==> src/rtl/imm_instr_encoder.sv <==
// imm_instr_encoder: packs opcode, register fields and a 32-bit immediate
// into an RV32 instruction word (formats I/S/B/U/J), plus an LI pseudo-format
// that expands into LUI (+ ADDI). Valid/ready request side, one-entry
// registered output stage, two-state FSM for the second LI word.
// Optional feature macro: IMM_RANGE_CHECK_EN (immediate range checking and
// out_err reporting; when undefined fields are truncated and out_err is 0).
module imm_instr_encoder #(
  parameter logic [31:0] RESET_INSTR = 32'h00000013,
  parameter logic [31:0] ERR_INSTR   = 32'h00000000
) (
  input  logic        clk,
  input  logic        rst_n,
  input  logic        req_valid,
  output logic        req_ready,
  input  logic [2:0]  req_fmt,
  input  logic [6:0]  req_opcode,
  input  logic [2:0]  req_funct3,
  input  logic [4:0]  req_rd,
  input  logic [4:0]  req_rs1,
  input  logic [4:0]  req_rs2,
  input  logic [31:0] req_imm,
  output logic        out_valid,
  input  logic        out_ready,
  output logic [31:0] out_instr,
  output logic        out_last,
  output logic        out_err
);

  localparam logic [2:0] FMT_I  = 3'd0;
  localparam logic [2:0] FMT_S  = 3'd1;
  localparam logic [2:0] FMT_B  = 3'd2;
  localparam logic [2:0] FMT_U  = 3'd3;
  localparam logic [2:0] FMT_J  = 3'd4;
  localparam logic [2:0] FMT_LI = 3'd5;

  localparam logic [6:0] OP_OPIMM = 7'b0010011;
  localparam logic [6:0] OP_LUI   = 7'b0110111;

  typedef enum logic [0:0] {
    ST_IDLE    = 1'b0,
    ST_EMIT_LO = 1'b1
  } state_t;

  state_t      r_state;
  logic [4:0]  r_lo_rd;
  logic [11:0] r_lo_imm;
  logic        r_out_valid;
  logic [31:0] r_out_instr;
  logic        r_out_last;
  logic        r_out_err;

  logic        w_out_free;
  logic        w_accept;
  logic        w_drain;
  logic        w_fits12;
  logic [19:0] w_li_hi;
  logic [31:0] w_enc_instr;
  logic        w_enc_last;
  logic        w_enc_two;
  logic [31:0] w_word;
  logic        w_word_last;
  logic        w_word_err;
  logic        w_word_two;

  // ADDI rd,rs1,imm12 word builder
  function automatic logic [31:0] enc_addi(input logic [4:0] rd, input logic [4:0] rs1,
                                           input logic [11:0] imm12);
    enc_addi = {imm12, rs1, 3'b000, rd, OP_OPIMM};
  endfunction

  assign w_out_free = !r_out_valid || out_ready;
  assign req_ready  = (r_state == ST_IDLE) && w_out_free;
  assign w_accept   = req_valid && req_ready;
  assign w_drain    = r_out_valid && out_ready;

  // The value fits a 12-bit signed field when bits 31..11 are a pure sign run.
  assign w_fits12 = (req_imm[31:11] == {21{req_imm[31]}});
  // Upper part of (imm + 0x800): a carry into bit 12 happens exactly when imm[11] is set.
  assign w_li_hi  = req_imm[31:12] + {19'd0, req_imm[11]};

  // Raw field packing for the requested format (no range checking here).
  always_comb begin
    w_enc_instr = RESET_INSTR;
    w_enc_last  = 1'b1;
    w_enc_two   = 1'b0;
    case (req_fmt)
      FMT_I: w_enc_instr = {req_imm[11:0], req_rs1, req_funct3, req_rd, req_opcode};
      FMT_S: w_enc_instr = {req_imm[11:5], req_rs2, req_rs1, req_funct3, req_imm[4:0], req_opcode};
      FMT_B: w_enc_instr = {req_imm[12], req_imm[10:5], req_rs2, req_rs1, req_funct3,
                            req_imm[4:1], req_imm[11], req_opcode};
      FMT_U: w_enc_instr = {req_imm[31:12], req_rd, req_opcode};
      FMT_J: w_enc_instr = {req_imm[20], req_imm[10:1], req_imm[11], req_imm[19:12],
                            req_rd, req_opcode};
      FMT_LI: begin
        if (w_fits12) begin
          w_enc_instr = enc_addi(req_rd, 5'd0, req_imm[11:0]);
        end else begin
          w_enc_instr = {w_li_hi, req_rd, OP_LUI};
          w_enc_last  = (req_imm[11:0] == 12'd0);
          w_enc_two   = (req_imm[11:0] != 12'd0);
        end
      end
      // fmt 6/7 pack like I; with range checking enabled they are flagged below
      default: w_enc_instr = {req_imm[11:0], req_rs1, req_funct3, req_rd, req_opcode};
    endcase
  end

`ifdef IMM_RANGE_CHECK_EN
  logic w_range_bad;

  // Detect immediates that do not fit the target field, and illegal formats.
  always_comb begin
    w_range_bad = 1'b0;
    case (req_fmt)
      FMT_I, FMT_S: w_range_bad = !w_fits12;
      FMT_B:        w_range_bad = (req_imm[31:12] != {20{req_imm[31]}}) || req_imm[0];
      FMT_U:        w_range_bad = (req_imm[11:0] != 12'd0);
      FMT_J:        w_range_bad = (req_imm[31:20] != {12{req_imm[31]}}) || req_imm[0];
      FMT_LI:       w_range_bad = 1'b0;
      default:      w_range_bad = 1'b1;
    endcase
  end

  // A failed check replaces the word with the error word and ends the request.
  always_comb begin
    if (w_range_bad) begin
      w_word      = ERR_INSTR;
      w_word_last = 1'b1;
      w_word_err  = 1'b1;
      w_word_two  = 1'b0;
    end else begin
      w_word      = w_enc_instr;
      w_word_last = w_enc_last;
      w_word_err  = 1'b0;
      w_word_two  = w_enc_two;
    end
  end
`else
  // Without range checking the packed word is used as-is and never flagged.
  always_comb begin
    w_word      = w_enc_instr;
    w_word_last = w_enc_last;
    w_word_err  = 1'b0;
    w_word_two  = w_enc_two;
  end
`endif

  // Output register and LI expansion FSM: load on accept, then the pending
  // ADDI once the LUI leaves, otherwise fall back to the NOP word on drain.
  always_ff @(posedge clk or negedge rst_n) begin
    if (!rst_n) begin
      r_state     <= ST_IDLE;
      r_lo_rd     <= 5'd0;
      r_lo_imm    <= 12'd0;
      r_out_valid <= 1'b0;
      r_out_instr <= RESET_INSTR;
      r_out_last  <= 1'b0;
      r_out_err   <= 1'b0;
    end else begin
      if (w_accept) begin
        r_out_valid <= 1'b1;
        r_out_instr <= w_word;
        r_out_last  <= w_word_last;
        r_out_err   <= w_word_err;
        r_lo_rd     <= req_rd;
        r_lo_imm    <= req_imm[11:0];
        r_state     <= w_word_two ? ST_EMIT_LO : ST_IDLE;
      end else if ((r_state == ST_EMIT_LO) && w_out_free) begin
        r_out_valid <= 1'b1;
        r_out_instr <= enc_addi(r_lo_rd, r_lo_rd, r_lo_imm);
        r_out_last  <= 1'b1;
        r_out_err   <= 1'b0;
        r_state     <= ST_IDLE;
      end else if (w_drain) begin
        r_out_valid <= 1'b0;
        r_out_instr <= RESET_INSTR;
        r_out_last  <= 1'b0;
        r_out_err   <= 1'b0;
      end else begin
        r_out_valid <= r_out_valid;
      end
    end
  end

  assign out_valid = r_out_valid;
  assign out_instr = r_out_instr;
  assign out_last  = r_out_last;
  assign out_err   = r_out_err;

endmodule

==> config.mk <==
export PLATFORM = sky130hd
export DESIGN_NAME = imm_instr_encoder
export DESIGN_NICKNAME = d
export VERILOG_FILES = /design/src/rtl/imm_instr_encoder.sv
export SDC_FILE = /design/constraint.sdc
export NUM_CORES = 1
export LEC_CHECK = 0
export ABC_CLOCK_PERIOD_IN_PS = 1800
export CORE_MARGIN = 3
export CORE_UTILIZATION = 28
export DETAILED_ROUTE_END_ITERATION = 8
export HOLD_SLACK_MARGIN = 0.08
export PLACE_DENSITY = 0.5
export SYNTH_ARGS = -nofsm -noshare
export SYNTH_HDL_FRONTEND = slang
export SYNTH_SLANG_ARGS = --single-unit
==> constraint.sdc <==
create_clock -name clk -period 1.8 [get_ports clk]
set_clock_uncertainty 0.05 [all_clocks]
set_input_delay 0.36 -clock clk [delete_from_list [all_inputs] [get_ports clk]]
set_output_delay 0.36 -clock clk [all_outputs]
set_load 0.01 [all_outputs]
==> results of run 1 <==
-- metrics by stage --
| step | power, mW | area (um2) | std cells | setup TNS (ns) | setup slack (ns) |
|---|---|---|---|---|---|
| detailed placement | 2.77 | 5530 | 793 | -25.90 | -0.861 |
| finish | 3.99 | 6040 | 810 | -0.217 | -0.0659 |
| floorplan | 1.97 | 3590 | 439 | -1.28 | -0.121 |
| global placement | 2.75 | 5530 | 793 | -25.28 | -0.876 |
| CTS | 3.96 | 5900 | 806 | -0.562 | -0.0855 |
| global route | 4.20 | 6040 | 810 | -0.791 | -0.106 |
-- state kept, by name, indices dropped and copies added, names as in the netlist --
register   cells
out_valid      1
r_lo_imm      12
out_instr     32
r_state        1
r_lo_rd        5
out_last       1
-- what timing repair did --
action                     4_1_cts  5_1_grt
setup endpoints to repair       35       29
gates cloned                     2        2
pin swaps                       28       18
hold endpoints to repair        49        0
resized for setup              107       51
hold buffers                     1        0
setup buffers                    3        2
-- layer usage --
layer  routed length, um  part of all wire [%]  vias up  track usage (%)
met1                6870                    46     2052             28.4
li1                    -                     -     2004                -
met3                 778                   5.2       15             3.16
met4                 174                   1.2        0             4.49
met5                   0                     0        -                0
met2                7010                    47      139             32.7
-- cells by family (layout without fill, tap and decap cells) --
family          after synthesis  after routing  synth area share (%)
xor+xnor                     19             19                  4.68
simple gates                184            186                  24.4
fa+ha+maj                     2              2                 0.703
compound gates              128            128                  24.1
mux                          16             16                  4.50
other cells                   1              1                 0.105
buf+inv                      37            238                  4.85
flops                        52             52                  36.7
-- cells in the mapped netlist (8+ instances only) --
cell	instances	area share, %
xor2_1	8	2.0
nor2_1	35	3.7
nand2_1	84	8.9
nor4_1	11	1.9
dfrtp_1	49	34
nand3_1	15	2.1
a22oi_1	9	1.9
xnor2_1	11	2.7
a21oi_1	33	4.6
mux2i_1	16	4.5
o22ai_1	9	1.6
o21ai_0	19	2.7
clkbuf_1	14	1.5
a31oi_1	9	1.6
a221oi_1	13	3.2
buf_2	11	1.5
-- cell type report --
type                    instances  area, um2
fillers                      1218       6170
multi-input cells             352       2370
repair buffers                225       1960
flip-flops and latches         52       1310
well taps                     168        210
clock buffers                   5        125
clock inverters                 3       46.3
inverters                       5       18.8
-- critical path, cell delays in order --
cell	delay (ns)
clkdlybuf4s15_2	0.24
nor3_4	0.24
nand4_1	0.13
a221o_2	0.43
buf_6	0.16
mux2i_1	0.23
o221ai_1	0.18
-- power groups by stage --
stage	logic, mW	registers, mW	clock network [mW]
final	1.40	1.45	1.15
after global routing	1.51	1.47	1.22
after CTS	1.34	1.45	1.18
after detailed placement	1.30	1.47	0
after global placement	1.29	1.46	0
after floorplan	0.475	1.49	0
-- how the worst max path moves through the flow --
| stage | startpoint | end | slack [ns] | cells after the start |
|---|---|---|---|---|
| 5_1_grt | req_imm[30] | out_instr[27] | -0.11 | 8 |
| 3_3_place_gp | req_imm[27] | out_instr[12] | -0.88 | 8 |
| 4_1_cts | req_imm[30] | out_instr[20] | -0.09 | 9 |
| 3_5_place_dp | req_imm[27] | r_state | -0.86 | 9 |
| 6_report | req_imm[25] | out_instr[31] | -0.07 | 7 |
| 2_1_floorplan | req_imm[16] | out_instr[20] | -0.12 | 9 |
-- placed cells by master, fill, tap and decap left out, drive strengths merged, types with 9 or more instances in the layout --
master | netlist | layout
nor2 | 37 | 37
a21oi | 34 | 34
clkbuf | 15 | 13
dfrtp | 49 | 49
a22oi | 9 | 9
a221oi | 14 | 14
nand3 | 15 | 15
xnor2 | 11 | 11
nand2 | 84 | 84
o22ai | 9 | 9
o21ai | 21 | 21
nor4 | 12 | 12
buf | 17 | 135
a31oi | 9 | 9
mux2i | 16 | 16
clkdlybuf4s50 | 0 | 69
==> impl_metrics.ini, run 1 <==
[status]
status = finished, violations left
violations = setup timing

[die]
dieWidth_um = 119
dieArea_um2 = 14100
boundaryPins = 100
rows = 40
die_h_um = 119
initial_core_util_pct = 29.1
core_um2 = 12200

[critical_path]
r2r_start = out_valid
cp_max_fo = 5
startpoint_type = primary input
worstRegToRegCells = 5
reg2reg_to = out_instr[30]
crit_type = primary input to flop
worst_setup_path_end_kind = flop
cp_data_required_time_ns = 1.91
cp_data_arrival_time_ns = 1.97
reg2reg_slack_ns = 0.01

[synthesis]
synth_edf_count = 0
synthCells = 439
ys_warn_count = 0
synth.distinct_cells = 59
syn-num-nets = 505
netlist_area_um2 = 3560
synth_area_per_cell_um2 = 8.11
synth_ff_type = dfrtp_1
synth_async_sr_flop_share_pct = 100
ys_seq_area_share_pct = 36.7
ys_seq_elements = 52

[power_and_ir_drop]
p_sw_share_pct = 31.6
power.leakage_nw = 2.65
irDropWorstVdd_mv = 0.361
p_comb_share_pct = 35.0
p_clk_share_pct = 28.7
power_density_nw_per_um2 = 661
p_sw_mw = 1.26
p_int_mw = 2.73
seq_power_share_pct = 36.3

[detailed_routing]
drt-vias-per-instance = 5.20
drc_errors = 0
drt_wl_total_mm = 14.8
post_drt_wl_per_cell_um = 18.3
dr.pass1.iters = 5
vias = 4210
ant_nets = 0
drt_iter0_drc = 353

[clock_tree]
clock_path_buffers = 2
cts-root-buf = clkbuf_16
clk_pin_slew_worst_paths_ns = 0.07
clk_latency_ns = 0.30
h-tree-depth = 2
clock-sinks = 52
cts_tree = done
numCtsBuffers = 5

[grt]
grt-ovfl-total = 0
globalRouteTotalUtil_pct = 20.2
grt_pass1_vias = 4136
grt_max_degree = 53
grt_antenna_before_repair = 0
grt_pass1_wl_mm = 22.6

[sta]
period_share_pct = 104
setup_viol = 6
hold_violations = 0
setup_slack_ns = -0.0659
hold_ws_ns = 0.436
min_period_ns = 1.87
rsz0062_at_grt = yes
drv_slew = 0
fmax_mhz = 536

[placement]
dp_hpwl_mm = 11.2
finalWeightedCongestion = 0.903
portBuffers = 98

[worst_hold_path]
worstHoldStart = out_instr[8]
hold_class = flop to flop
holdPathEnd = out_instr[8]
whs_path_depth = 2

[layout]
utilization_pct = 49.4
area_growth_pct = 69.7
antenna_cells = 0
nNetsFinal = 707
drive_gt1_share_pct = 32.1

[job]
maxCapViolCount = 0
No activity file was read; power rests on OpenSTA's default activity.
==> inputs of run 2 (changes only) <==
Settings changed: CORE_MARGIN 3 to 1.5.
==> impl_metrics.ini, run 2 (same netlist as run 1, synthesis figures left out) <==
[layout]
seq_area_um2 = 1310
final_cell_mix = buf_4, nand2_1, clkdlybuf4s50_1, dfrtp_1, nor2_1
final_common_cell = buf_4
area_growth_pct = 66.0
drive_gt1_share_pct = 31.3
antenna_cells = 0
largest_reg_flops = 32
fillers = 1259
nNetsFinal = 704
multiInputGateArea_um2 = 2310
final_area_um2 = 5910

[detailed_routing]
drt-vias-per-instance = 5.13
dr.pass1.iters = 6
ant_nets = 0
drt_wl_total_mm = 14.6
vias = 4140
post_drt_wl_per_cell_um = 18.0
drc_errors = 0
drt_iter0_drc = 215

[grt]
grt_max_degree = 39
globalRouteTotalUtil_pct = 22.4
grt_pass1_wl_mm = 22.5
grt-ovfl-total = 0
grt_pass1_vias = 4047
grt_antenna_before_repair = 0

[die]
rows = 40
boundaryPins = 100
dieWidth_um = 116
core_um2 = 12200
die_h_um = 116
dieArea_um2 = 13400
initial_core_util_pct = 29.1

[clock_tree]
numCtsBuffers = 5
clk_pin_slew_worst_paths_ns = 0.08
cts-root-buf = clkbuf_16
cts_tree = done
clock_path_buffers = 2
clock-sinks = 52
h-tree-depth = 2
clk_latency_ns = 0.31

[worst_hold_path]
whs_path_depth = 2
hold_class = primary input to flop
holdPathEnd = out_valid
worstHoldStart = req_valid

[placement]
pre_cts_ws_ns = -0.697
finalWeightedCongestion = 0.921
placed_area_um2 = 5520
portBuffers = 98
dp_hpwl_mm = 11.3

[power_and_ir_drop]
power.leakage_nw = 2.60
power_mw = 4.07
irDropWorstVdd_mv = 0.328
power_density_nw_per_um2 = 689

[sta]
min_period_ns = 1.81
fmax_mhz = 551
rsz0062_at_grt = yes
period_share_pct = 101
setup_slack_ns = -0.0147
hold_violations = 0
drv_slew = 0
setup_viol = 1
tns_ns = -0.0147

[job]
maxCapViolCount = 0

[critical_path]
r2r_start = out_valid
cp_data_arrival_time_ns = 1.99
worst_setup_path_end_kind = flop
startpoint_type = primary input
crit_type = primary input to flop
reg2reg_to = out_instr[28]
cp_data_required_time_ns = 1.98
cp_max_fo = 6
reg2reg_slack_ns = 0.04
worstRegToRegCells = 7

[status]
status = finished, violations left
violations = setup timing
[run 2: cell count changes in the layout (fill, tap and decap cells not counted), sizes merged]
cell	delta
clkdlybuf4s15	-6
buf	+5
clkinv	-1
dlymetal6s2s	+1
or2	-1
dlygate4sd2	+1
clkdlybuf4s50	-1
inv	-1
clkbuf	-1
bufinv	+1
[run 2: worst max-delay path by stage]
stage                startpoint            end  slack, ns  cells after the start
finish                out_ready  out_instr[28]      -0.01                      7
global route        req_imm[13]  out_instr[14]      -0.05                      7
CTS                   out_ready      req_ready     0.0004                      5
detailed placement  req_imm[11]  out_instr[31]      -0.70                      9
global placement    req_imm[11]  out_instr[31]      -0.73                      9
floorplan           req_imm[16]  out_instr[20]      -0.12                      9
[run 2: layer usage]
layer	share of wire (%)	track usage (%)	vias to the layer above
li1	-	-	1995
met1	46	31.3	1983
met2	46	35.3	144
met3	6.2	3.97	18
met4	1.7	6.99	0
met5	0	0	-
[run 2: timing repair]
action	4_1_cts	5_1_grt
cloned	2	0
hold buffers	1	0
gates resized for setup	95	51
pin swaps	11	14
buffers inserted	2	2
setup endpoints to repair	35	32
endpoints found under the hold margin	11	0
[run 2: worst max-delay path, cell delays in order]
cell             delay [ns]
clkdlybuf4s50_1        0.50
nand2b_4               0.17
nand2_1                0.08
nor2_2                 0.37
buf_4                  0.22
a221oi_1               0.09
a31oi_1                0.21
[run 2: area by class of cell]
class,count,area share [%]
multi-input cells,351,39.1
inverters,5,0.318
flip-flops and latches,52,22.1
clock inverters,2,1.02
clock buffers,6,2.18
repair buffers,223,31.8
well taps,168,3.56
[run 2: report_power, final]
group | internal [mW] | total, mW | switching (mW)
combinational | 0.694 | 1.34 | 0.649
clock | 0.799 | 1.28 | 0.481
sequential | 1.34 | 1.45 | 0.108
[run 2: through the flow]
stage	hold WS [ns]	std cells	utilization, %
after global placement	0.245	792	45.2
after CTS	0.431	805	47.7
after detailed placement	0.248	792	45.2
after global routing	0.453	807	48.4
after floorplan	0.0144	439	-
final	0.429	807	48.4
==> inputs of run 3 (changes only) <==
Settings changed: CORE_MARGIN 1.5 to 1, SLEW_MARGIN from default to 25.
==> impl_metrics.ini, run 3 (same netlist as run 1, synthesis figures left out) <==
[clock_tree]
cts_tree = done
cts-root-buf = clkbuf_16
clock-sinks = 52
numCtsBuffers = 5
h-tree-depth = 2
clock_path_buffers = 2
clk_latency_ns = 0.30
clk_pin_slew_worst_paths_ns = 0.07

[die]
dieWidth_um = 115
core_um2 = 12200
boundaryPins = 100
die_h_um = 115
dieArea_um2 = 13200
initial_core_util_pct = 29.1
rows = 40

[placement]
dp_cells = 792
finalWeightedCongestion = 0.892
portBuffers = 98
dp_hpwl_mm = 10.9
placed_area_um2 = 5510

[critical_path]
cp_max_fo = 7
worst_setup_path_end_kind = flop
cp_slowest_cell = a221o_2
startpoint_type = primary input
max_stage_delay_ns = 0.46
crit_buf_inv = 1
crit_family = compound AO/OA/AOI/OAI gates
crit_chain = buf_8 -> nor4_4 -> nand4_1 -> a221o_2 -> and2_4 -> a21oi_1 -> o22ai_1
crit_type = primary input to flop
cp_data_arrival_time_ns = 1.93
cp_data_required_time_ns = 1.93

[grt]
grt_max_degree = 53
globalRouteTotalUtil_pct = 22.2
grt-ovfl-total = 0
grt_pass1_wl_mm = 22.4
grt_antenna_before_repair = 0
grt_pass1_vias = 4134

[sta]
slew-limit-headroom_pct = 65.2
hold_violations = 0
fmax_mhz = 554
rsz0062_at_grt = yes
setup_viol = 1
setup_slack_ns = -0.00511
period_share_pct = 100
min_period_ns = 1.81
tns_ns = -0.00511
tightest_slew_ns = 0.517
drv_slew = 0

[detailed_routing]
drt_iter0_drc = 260
drt_wl_total_mm = 14.5
ant_nets = 0
top_layer_used = met4
met2_wirelength_mm = 6.85
post_drt_wl_per_cell_um = 17.9
wl_met3_um = 896
vias = 4184
drc_errors = 0
wl_met1_mm = 6.52
drt-vias-per-instance = 5.18
dr.pass1.iters = 5

[job]
maxCapViolCount = 0

[layout]
nNetsFinal = 704
fillers = 1214
antenna_cells = 0
utilization_pct = 48.7
largest_reg_flops = 32
final_area_um2 = 5950
layoutNonFillerInstCount = 807
area_growth_pct = 67.3
drive_gt1_share_pct = 32.1
final_cell_mix = buf_4, nand2_1, clkdlybuf4s50_1, dfrtp_1, nor2_1
final_common_cell = buf_4

[power_and_ir_drop]
irDropWorstVdd_mv = 0.580
power_mw = 3.81
power_density_nw_per_um2 = 641
power.leakage_nw = 2.60

[status]
violations = setup timing
status = finished, violations left

[worst_hold_path]
hold_class = primary input to flop
## run 3: cell types whose count changed in the layout (fill, tap and decap cells not counted), sizes merged, moves of 2 or more
cell,previous run,this run
clkbuf,12,9
dlymetal6s2s,3,1
buf,140,144
bufinv,2,0
clkdlybuf4s50,68,70
## run 3: power by group
group / switching, mW / total (mW) / internal [mW] / leakage (nW)
Sequential: 0.107 / 1.45 / 1.34 / 0.649
Clock: 0.471 / 0.987 / 0.516 / 0.0669
Combinational: 0.656 / 1.38 / 0.724 / 1.88
Total: 1.23 / 3.81 / 2.58 / 2.60
## run 3: final cells by class
type	count	area [um2]	area share, %
multi-input cells	351	2350	39.4
repair buffers	223	1930	32.4
flip-flops and latches	52	1310	21.9
well taps	168	210	3.53
clock buffers	6	129	2.17
inverters	5	18.8	0.315
clock inverters	2	12.5	0.210
## run 3: path summary, 6_finish.rpt
path                              from  slack (ns)             to  cells past startpoint
max                        req_imm[22]      -0.005  out_instr[18]                      7
min                        req_imm[21]        0.41  out_instr[21]                      3
max reg2reg                  out_valid        0.09  out_instr[30]                      5
min reg2reg                r_lo_imm[0]        0.43    r_lo_imm[0]                      2
max in group asynchronous        rst_n        0.86   out_instr[4]                      3
min in group asynchronous        rst_n        0.55   out_instr[8]                      3
## run 3: layer usage
metal / global-route usage (%) / vias up
li1: - / 1989
met1: 29.5 / 2031
met2: 37.9 / 145
met3: 3.69 / 19
met4: 4.94 / 0
met5: 0 / -
## run 3: repair_timing
item / 4_1_cts / 5_1_grt
pin swaps: 17 / 16
hold buffers: 1 / 0
gates cloned: 2 / 1
hold endpoints to repair: 49 / 0
buffers inserted: 1 / 3
setup endpoints to repair: 32 / 25
gates resized for setup: 131 / 36
## run 3: stage by stage
step	setup slack, ns	hold WS (ns)
6_report	-0.00511	0.405
5_1_grt	-0.0530	0.438
4_1_cts	-0.000951	0.413
3_5_place_dp	-0.899	0.333
3_3_place_gp	-0.921	0.333
2_1_floorplan	-0.121	0.0144
## run 3: worst reg2reg max path, cell delays in order, from the launching register on
cell and delay, ns:
dfrtp_1 0.43, nor2b_2 0.19, or2_4 0.31, a221o_1 0.31, a211oi_2 0.20, a21oi_1 0.09
